### src/rtl/control_sequencer.sv
// Hardwired multi-cycle control unit for the phase-1 bus datapath: fetch, decode IR,
// then one Moore-decoded control step per clock with memory-ready stalls on Read/Write.
module control_sequencer #(
    parameter int                 REG_COUNT = 16,
    parameter int                 ALUOP_W   = 4,
    parameter logic [ALUOP_W-1:0] ADD_OP    = '0
) (
    input  logic                 clock,
    input  logic                 clear,
    input  logic                 run,
    input  logic [31:0]          IR,
    input  logic                 mem_ready,
    output logic [REG_COUNT-1:0] Rin,
    output logic [REG_COUNT-1:0] Rout,
    output logic                 PCin,
    output logic                 PCout,
    output logic                 IncPC,
    output logic                 MARin,
    output logic                 MDRin,
    output logic                 MDRout,
    output logic                 Read,
    output logic                 Write,
    output logic                 IRin,
    output logic                 Yin,
    output logic                 Zhighin,
    output logic                 Zlowin,
    output logic                 Zhighout,
    output logic                 Zlowout,
    output logic                 HIin,
    output logic                 HIout,
    output logic                 LOin,
    output logic                 LOout,
    output logic                 Cout,
    output logic [ALUOP_W-1:0]   ALUop,
    output logic                 halted,
    output logic [4:0]           state
);

    typedef enum logic [4:0] {
        S_IDLE = 5'd0,
        S_T0   = 5'd1,
        S_T1   = 5'd2,
        S_T2   = 5'd3,
        S_T3   = 5'd4,
        S_T4   = 5'd5,
        S_T5   = 5'd6,
        S_T6   = 5'd7,
        S_T7   = 5'd8,
        S_HALT = 5'h1F
    } state_e;

    localparam logic [4:0] OP_ALU_LAST = 5'h0B;
    localparam logic [4:0] OP_DIV      = 5'h0C;
    localparam logic [4:0] OP_MUL      = 5'h0D;
    localparam logic [4:0] OP_ADDI     = 5'h10;
    localparam logic [4:0] OP_LD       = 5'h11;
    localparam logic [4:0] OP_ST       = 5'h12;
    localparam logic [4:0] OP_MFHI     = 5'h1B;
    localparam logic [4:0] OP_MFLO     = 5'h1C;
    localparam logic [4:0] OP_HALT     = 5'h1F;

    state_e state_q, state_d;

    logic [4:0] opcode;
    logic [3:0] ra, rb, rc;
    logic       is_alu, is_muldiv, is_addi, is_ld, is_st, is_mfhi, is_mflo, is_halt;
    logic       is_mem, is_imm, uses_ybus;
    logic [REG_COUNT-1:0] ra_oh, rb_oh, rc_oh;
    state_e     end_state;

    // Low IR bits are the immediate; the datapath sign-extends them itself under Cout.
    logic unused_ir;
    assign unused_ir = ^IR[14:0];

    assign opcode = IR[31:27];
    assign ra     = IR[26:23];
    assign rb     = IR[22:19];
    assign rc     = IR[18:15];

    assign is_alu    = (opcode <= OP_ALU_LAST);
    assign is_muldiv = (opcode == OP_DIV) || (opcode == OP_MUL);
    assign is_addi   = (opcode == OP_ADDI);
    assign is_ld     = (opcode == OP_LD);
    assign is_st     = (opcode == OP_ST);
    assign is_mfhi   = (opcode == OP_MFHI);
    assign is_mflo   = (opcode == OP_MFLO);
    assign is_halt   = (opcode == OP_HALT);
    assign is_mem    = is_ld | is_st;
    assign is_imm    = is_addi | is_mem;
    assign uses_ybus = is_alu | is_muldiv | is_imm;

    // Out-of-range selects shift the single bit off the end, giving no select at all.
    assign ra_oh = REG_COUNT'(1) << ra;
    assign rb_oh = REG_COUNT'(1) << rb;
    assign rc_oh = REG_COUNT'(1) << rc;

    assign end_state = run ? S_T0 : S_IDLE;
    assign state     = state_q;

    always_ff @(posedge clock or posedge clear) begin
        if (clear) state_q <= S_IDLE;
        else       state_q <= state_d;
    end

    always_comb begin
        state_d  = state_q;
        Rin      = '0;
        Rout     = '0;
        PCin     = 1'b0;
        PCout    = 1'b0;
        IncPC    = 1'b0;
        MARin    = 1'b0;
        MDRin    = 1'b0;
        MDRout   = 1'b0;
        Read     = 1'b0;
        Write    = 1'b0;
        IRin     = 1'b0;
        Yin      = 1'b0;
        Zhighin  = 1'b0;
        Zlowin   = 1'b0;
        Zhighout = 1'b0;
        Zlowout  = 1'b0;
        HIin     = 1'b0;
        HIout    = 1'b0;
        LOin     = 1'b0;
        LOout    = 1'b0;
        Cout     = 1'b0;
        ALUop    = '0;
        halted   = 1'b0;

        unique case (state_q)
            S_IDLE: begin
                if (run) state_d = S_T0;
            end
            S_T0: begin
                PCout   = 1'b1;
                MARin   = 1'b1;
                IncPC   = 1'b1;
                Zlowin  = 1'b1;
                state_d = S_T1;
            end
            S_T1: begin
                // Re-loading PC from Z while stalled is idempotent.
                Zlowout = 1'b1;
                PCin    = 1'b1;
                Read    = 1'b1;
                MDRin   = 1'b1;
                if (mem_ready) state_d = S_T2;
            end
            S_T2: begin
                MDRout  = 1'b1;
                IRin    = 1'b1;
                state_d = S_T3;
            end
            S_T3: begin
                if (uses_ybus) begin
                    Rout    = rb_oh;
                    Yin     = 1'b1;
                    state_d = S_T4;
                end else if (is_mfhi) begin
                    HIout   = 1'b1;
                    Rin     = ra_oh;
                    state_d = end_state;
                end else if (is_mflo) begin
                    LOout   = 1'b1;
                    Rin     = ra_oh;
                    state_d = end_state;
                end else if (is_halt) begin
                    state_d = S_HALT;
                end else begin
                    state_d = end_state;
                end
            end
            S_T4: begin
                Zlowin = 1'b1;
                if (is_imm) begin
                    Cout  = 1'b1;
                    ALUop = ADD_OP;
                end else begin
                    Rout    = rc_oh;
                    ALUop   = ALUOP_W'(opcode[3:0]);
                    Zhighin = is_muldiv;
                end
                state_d = S_T5;
            end
            S_T5: begin
                Zlowout = 1'b1;
                if (is_muldiv) begin
                    LOin    = 1'b1;
                    state_d = S_T6;
                end else if (is_mem) begin
                    MARin   = 1'b1;
                    state_d = S_T6;
                end else begin
                    Rin     = ra_oh;
                    state_d = end_state;
                end
            end
            S_T6: begin
                if (is_muldiv) begin
                    Zhighout = 1'b1;
                    HIin     = 1'b1;
                    state_d  = end_state;
                end else if (is_ld) begin
                    Read  = 1'b1;
                    MDRin = 1'b1;
                    if (mem_ready) state_d = S_T7;
                end else begin
                    Rout    = ra_oh;
                    MDRin   = 1'b1;
                    state_d = S_T7;
                end
            end
            S_T7: begin
                if (is_ld) begin
                    MDRout  = 1'b1;
                    Rin     = ra_oh;
                    state_d = end_state;
                end else begin
                    Write = 1'b1;
                    if (mem_ready) state_d = end_state;
                end
            end
            S_HALT: begin
                halted = 1'b1;
            end
            default: state_d = S_IDLE;
        endcase
    end

endmodule
### config.mk
export PLATFORM = sky130hd
export DESIGN_NAME = control_sequencer
export DESIGN_NICKNAME = d
export VERILOG_FILES = /design/src/rtl/control_sequencer.sv
export SDC_FILE = /design/constraint.sdc
export NUM_CORES = 1
export LEC_CHECK = 0
export BUFFER_PORTS_ARGS = -buffer_cell sky130_fd_sc_hd__clkbuf_2
export CAP_MARGIN = 30
export CORE_MARGIN = 2
export CORE_UTILIZATION = 30
export CTS_CLUSTER_DIAMETER = 80
export DETAILED_ROUTE_END_ITERATION = 6
export PLACE_DENSITY_LB_ADDON = 0.08
export SKIP_LAST_GASP = 1
export SYNTH_ARGS = -nofsm -noshare
export SYNTH_HDL_FRONTEND = slang
export SYNTH_SLANG_ARGS = --single-unit
### constraint.sdc
create_clock -name clock -period 7.3 [get_ports clock]
set_clock_uncertainty 0.1 [all_clocks]
set_input_delay 1.46 -clock clock [delete_from_list [all_inputs] [get_ports clock]]
set_output_delay 1.46 -clock clock [all_outputs]
set_load 0.02 [all_outputs]
* After elaboration in Yosys (flattened, before gate mapping)
Index checks and enable logic that the tools add are counted.
Storage, ports and cells: flip-flop bits (word level) 5, input port bits 36, output and inout port bits 61, word-level logic and storage cells 98
Cells by class: order comparisons 1, equal/unequal tests 21, shifts and indexed selects 3, multiplexer cells 62, bitwise logic cells 5, reductions and logical operators 5
Operators by type and width (number):
- $mux 16 | 10
- $pmux 16 s3 | 2
- $mux 5 | 11
- $pmux 5 s10 | 1
- $shl 1x4->16 const A | 3
- $eq 5x5->1 const B | 7
- $mux 1 | 30
- $eq 5x3->1 const B | 4
- $eq 5x4->1 const B | 3
- $eq 5x2->1 const B | 2
- $mux 4 | 2
- $pmux 1 s2 | 4
- $mux 3 | 2
- $eq 5x1->1 const B | 1
- $le 5x4->1 const B | 1
- $logic_not 5->1 | 1
- $reduce_and 5->1 | 1
- $ne 2x2->1 const B | 2
- $ne 4x4->1 const B | 1
- $or 1x1->1 | 4
- $reduce_or 2->1 | 2
- $ne 3x3->1 const B | 1
- $logic_or 1x1->1 | 1
- $not 1->1 | 1

* Depth between registers and ports, before layout
depth in word-level cells 6, gate-level depth with buffers 8

* Least setup slack after synthesis
Ideal clock, no wire load.
path kind input port to output port, start input port IR[31], end output port Rin[0], arrival 3.224 ns, path slack 2.516 ns, stages 6, path buffers 1, path through buf_4 or3b_4 or4_4 o221ai_2 nand2_2 nor3_1
On the way: word-level cells in the longest chain between the ends 6
Ends and longest elaborated chain:
- start: declaration | RTL line 11 | input logic [31:0] IR,
- branches (longest 5 deep; another with $le 5x4->1)
- $pmux 16 s3 (*) | RTL line 131 | unique case (state_q)
- end: declaration | RTL line 13 | output logic [REG_COUNT-1:0] Rin,
Every way passes the cells marked *.

* Final worst setup path
start input port IR[28], end output port Rout[0]
On the way: word-level cells in the longest chain between the ends 6
Ends and longest elaborated chain:
- branches (longest 5 deep; another with $le 5x4->1)
- $pmux 16 s3 (*) | RTL line 131
- end: declaration | RTL line 14 | output logic [REG_COUNT-1:0] Rout,
Marks and branches as above.

==> out/metrics.yaml <==
clock_network:
  h-tree-depth: 1
  cts_resized: 0
  path_clk_slew_ns: 0.03
  clock_latency_ns: 0.22
  clk_path_buf_depth: 2
  numCtsBuffers: 3
  root_buffer: "clkbuf_8"
  post_cts_buffers: 0
  cts-hold-fix-buffers: 0
  clkSinkCount: 5
  cts_tree: "built"
yosys:
  ys_async_sr_fraction_pct: 100.0
  yosysWarningCount: 0
  syn-num-nets: 249
  synth-seq-cells: 5
  synth.avg_cell_area_um2: 6.479
  ys.flop_type: "dfrtp_1"
  syn_area_um2: 1380
  synth_edf_count: 0
  yosysSeqAreaShare_pct: 9.066
  synth_cell_type_count: 56
  syn_inst: 213
global_route:
  grt_usage_pct: 17.48
  grt_pass1_vias: 1561
  grt_max_degree: 26
  antenna_found_initial: 0
  grt_pass1_wl_mm: 7.500
  overflow: 0
cells_and_area:
  num_antenna_cells: 0
  fin_util_pct: 41.64
  nets: 320
  final-seq-area_um2: 125.1
  fillers: 500
  areaGrowthSynthToFinish_pct: 32.28
  largest_reg_flops: 5
  drive_gt1_share_pct: 33.92
  multiInputGateArea_um2: 1144
drt:
  drc: 0
  post_drt_wl_per_cell_um: 14.20
  finalWirelength_mm: 4.756
  dr.pass1.iters: 4
  vias: 1828
  drt_iter0_markers: 125
  ant_nets: 0
  viasPerCell: 5.457
setup_path:
  cp-end-kind: "primary output"
  critPathLaunchType: "input pin"
  cp.arrival_ns: 3.34
  critPathMaxFanout: 12
  worst-setup-path-type: "in2out"
  required_ns: 5.74
flow_run:
  maxCapViolCount: 0
sta:
  rsz0062_at_grt: "false"
  setup_tns_ns: 0
  setup_viol: 0
  slew_headroom_pct: 44.73
  worst_slew_pin_slew_ns: 0.8176
  hold_viol_final: 0
  finalCritPeriodShare_pct: 67.14
  fin_ws_ns: 2.399
  post-route-min-period_ns: 4.901
  fmax_ghz: 0.2040
  final-max-slew-violation-count: 0
placed_design:
  dpl.hpwl_mm: 3.841
  globalplace.congestion: 0.8325
  preCtsSetupSlack_ns: 2.413
  portBuffers: 81
floorplanning:
  die_y_um: 71.83
  ios: 97
  initial_utilization_pct: 31.48
  core-area_um2: 4384
  dieWidth_um: 71.83
  dieArea_um2: 5159
  rows: 24
power_and_ir_drop:
  ir_drop_mv: 0.2342
  total_leakage_power_uw: 0.0008506
  power_density_nw_per_um2: 238.7
min_path:
  hold_class: "reg2reg"
outcome:
  status: "finished clean"
[area by class of cell]
type                       instances  share of cell area, %
clock buffer                       4                  2.467
inverter                          11                  2.262
multi-input combinational        182                  62.65
sequential                         5                  6.854
tap                               52                  3.564
timing repair buffer              81                  22.21
[cell usage after synthesis, types with 3 or more instances]
library cell	n	area, um^2
nor2_1	34	127.6
nand2_1	25	93.84
o221ai_1	12	105.1
inv_1	11	41.29
nand2b_1	10	62.56
nand3_1	8	40.04
clkbuf_1	7	26.28
nand4_1	6	37.54
nor3_1	6	30.03
and2_1	5	31.28
dfrtp_1	5	125.1
nor2b_1	5	31.28
nor4_1	5	31.28
o21ai_0	5	25.02
a221o_1	4	40.04
or3_1	4	25.02
or4_1	4	30.03
a21oi_1	3	15.01
buf_1	3	11.26
buf_4	3	22.52
nand2_2	3	18.77
nor3b_1	3	22.52
[kinds of logic after synthesis]
logic type	synth area share [%]
xor+xnor	1.269
compound gates	29.55
simple gates	49.68
flops	9.066
buf+inv	8.069
mux	2.357
[power breakdown]
part	internal (uW)	leakage [uW]	switching, uW
clock	37.4	0.0000228	12.5
combinational	114	0.000763	190
sequential	37.7	0.0000645	44.1
total	189	0.000851	247
[path summary, 6_finish.rpt]
path / startpoint / endpoint / slack (ns) / depth (start not counted)
min in group asynchronous: clear / state[4]$_DFFE_PP0P_ / 1.02 / 2
setup reg to reg: state[0]$_DFFE_PP0P_ / state[1]$_DFFE_PP0P_ / 4.84 / 5
hold / removal: state[3]$_DFFE_PP0P_ / state[3]$_DFFE_PP0P_ / 0.69 / 1
hold reg to reg: state[3]$_DFFE_PP0P_ / state[3]$_DFFE_PP0P_ / 0.69 / 1
setup / recovery: IR[28] / Rout[0] / 2.40 / 6
max in group asynchronous: clear / state[1]$_DFFE_PP0P_ / 5.91 / 2
[worst max-delay path, cell delays in order]
cell and delay [ns]:
clkbuf_2 0.22, nand4bb_1 0.32, nand4_1 0.28, or4_1 0.61
o221ai_1 0.25, clkbuf_2 0.21
[metrics by stage]
stage / hold WS, ns / cell area, um^2 / instances / power [uW]
3_3_place_gp: 0.6989 / 1780 / 331 / 389.6
2_1_floorplan: 0.7314 / 1380 / 213 / 301.2
4_1_cts: 0.6960 / 1826 / 335 / 440.5
5_1_grt: 0.7383 / 1826 / 335 / 474.2
3_5_place_dp: 0.6881 / 1780 / 331 / 387.8
6_report: 0.6932 / 1826 / 335 / 435.8
[cells in the final DEF (no fill, tap or decap), types with 3 or more instances in the layout]
cell type,n
nor2_1,34
or3_1,4
or4_1,4
nand2b_1,10
and2_1,5
clkbuf_2,81
o21ai_0,5
dfrtp_1,5
nand2_1,25
nand3_1,8
o221ai_1,12
clkbuf_8,3
nor4_1,5
nor2b_1,5
nor3_1,6
a21oi_1,3
nand4_1,6
inv_1,11
nand2_2,3
a221o_1,4
nor3b_1,3
[per-layer routing]
metal	track usage, %	vias to the layer above	part of all wire [%]
li1	-	939	-
met1	25.87	832	47
met2	28.09	55	47
met3	2.250	2	4.9
met4	1.468	0	0.46
met5	0	-	0
(Power assumes the default switching activity.)
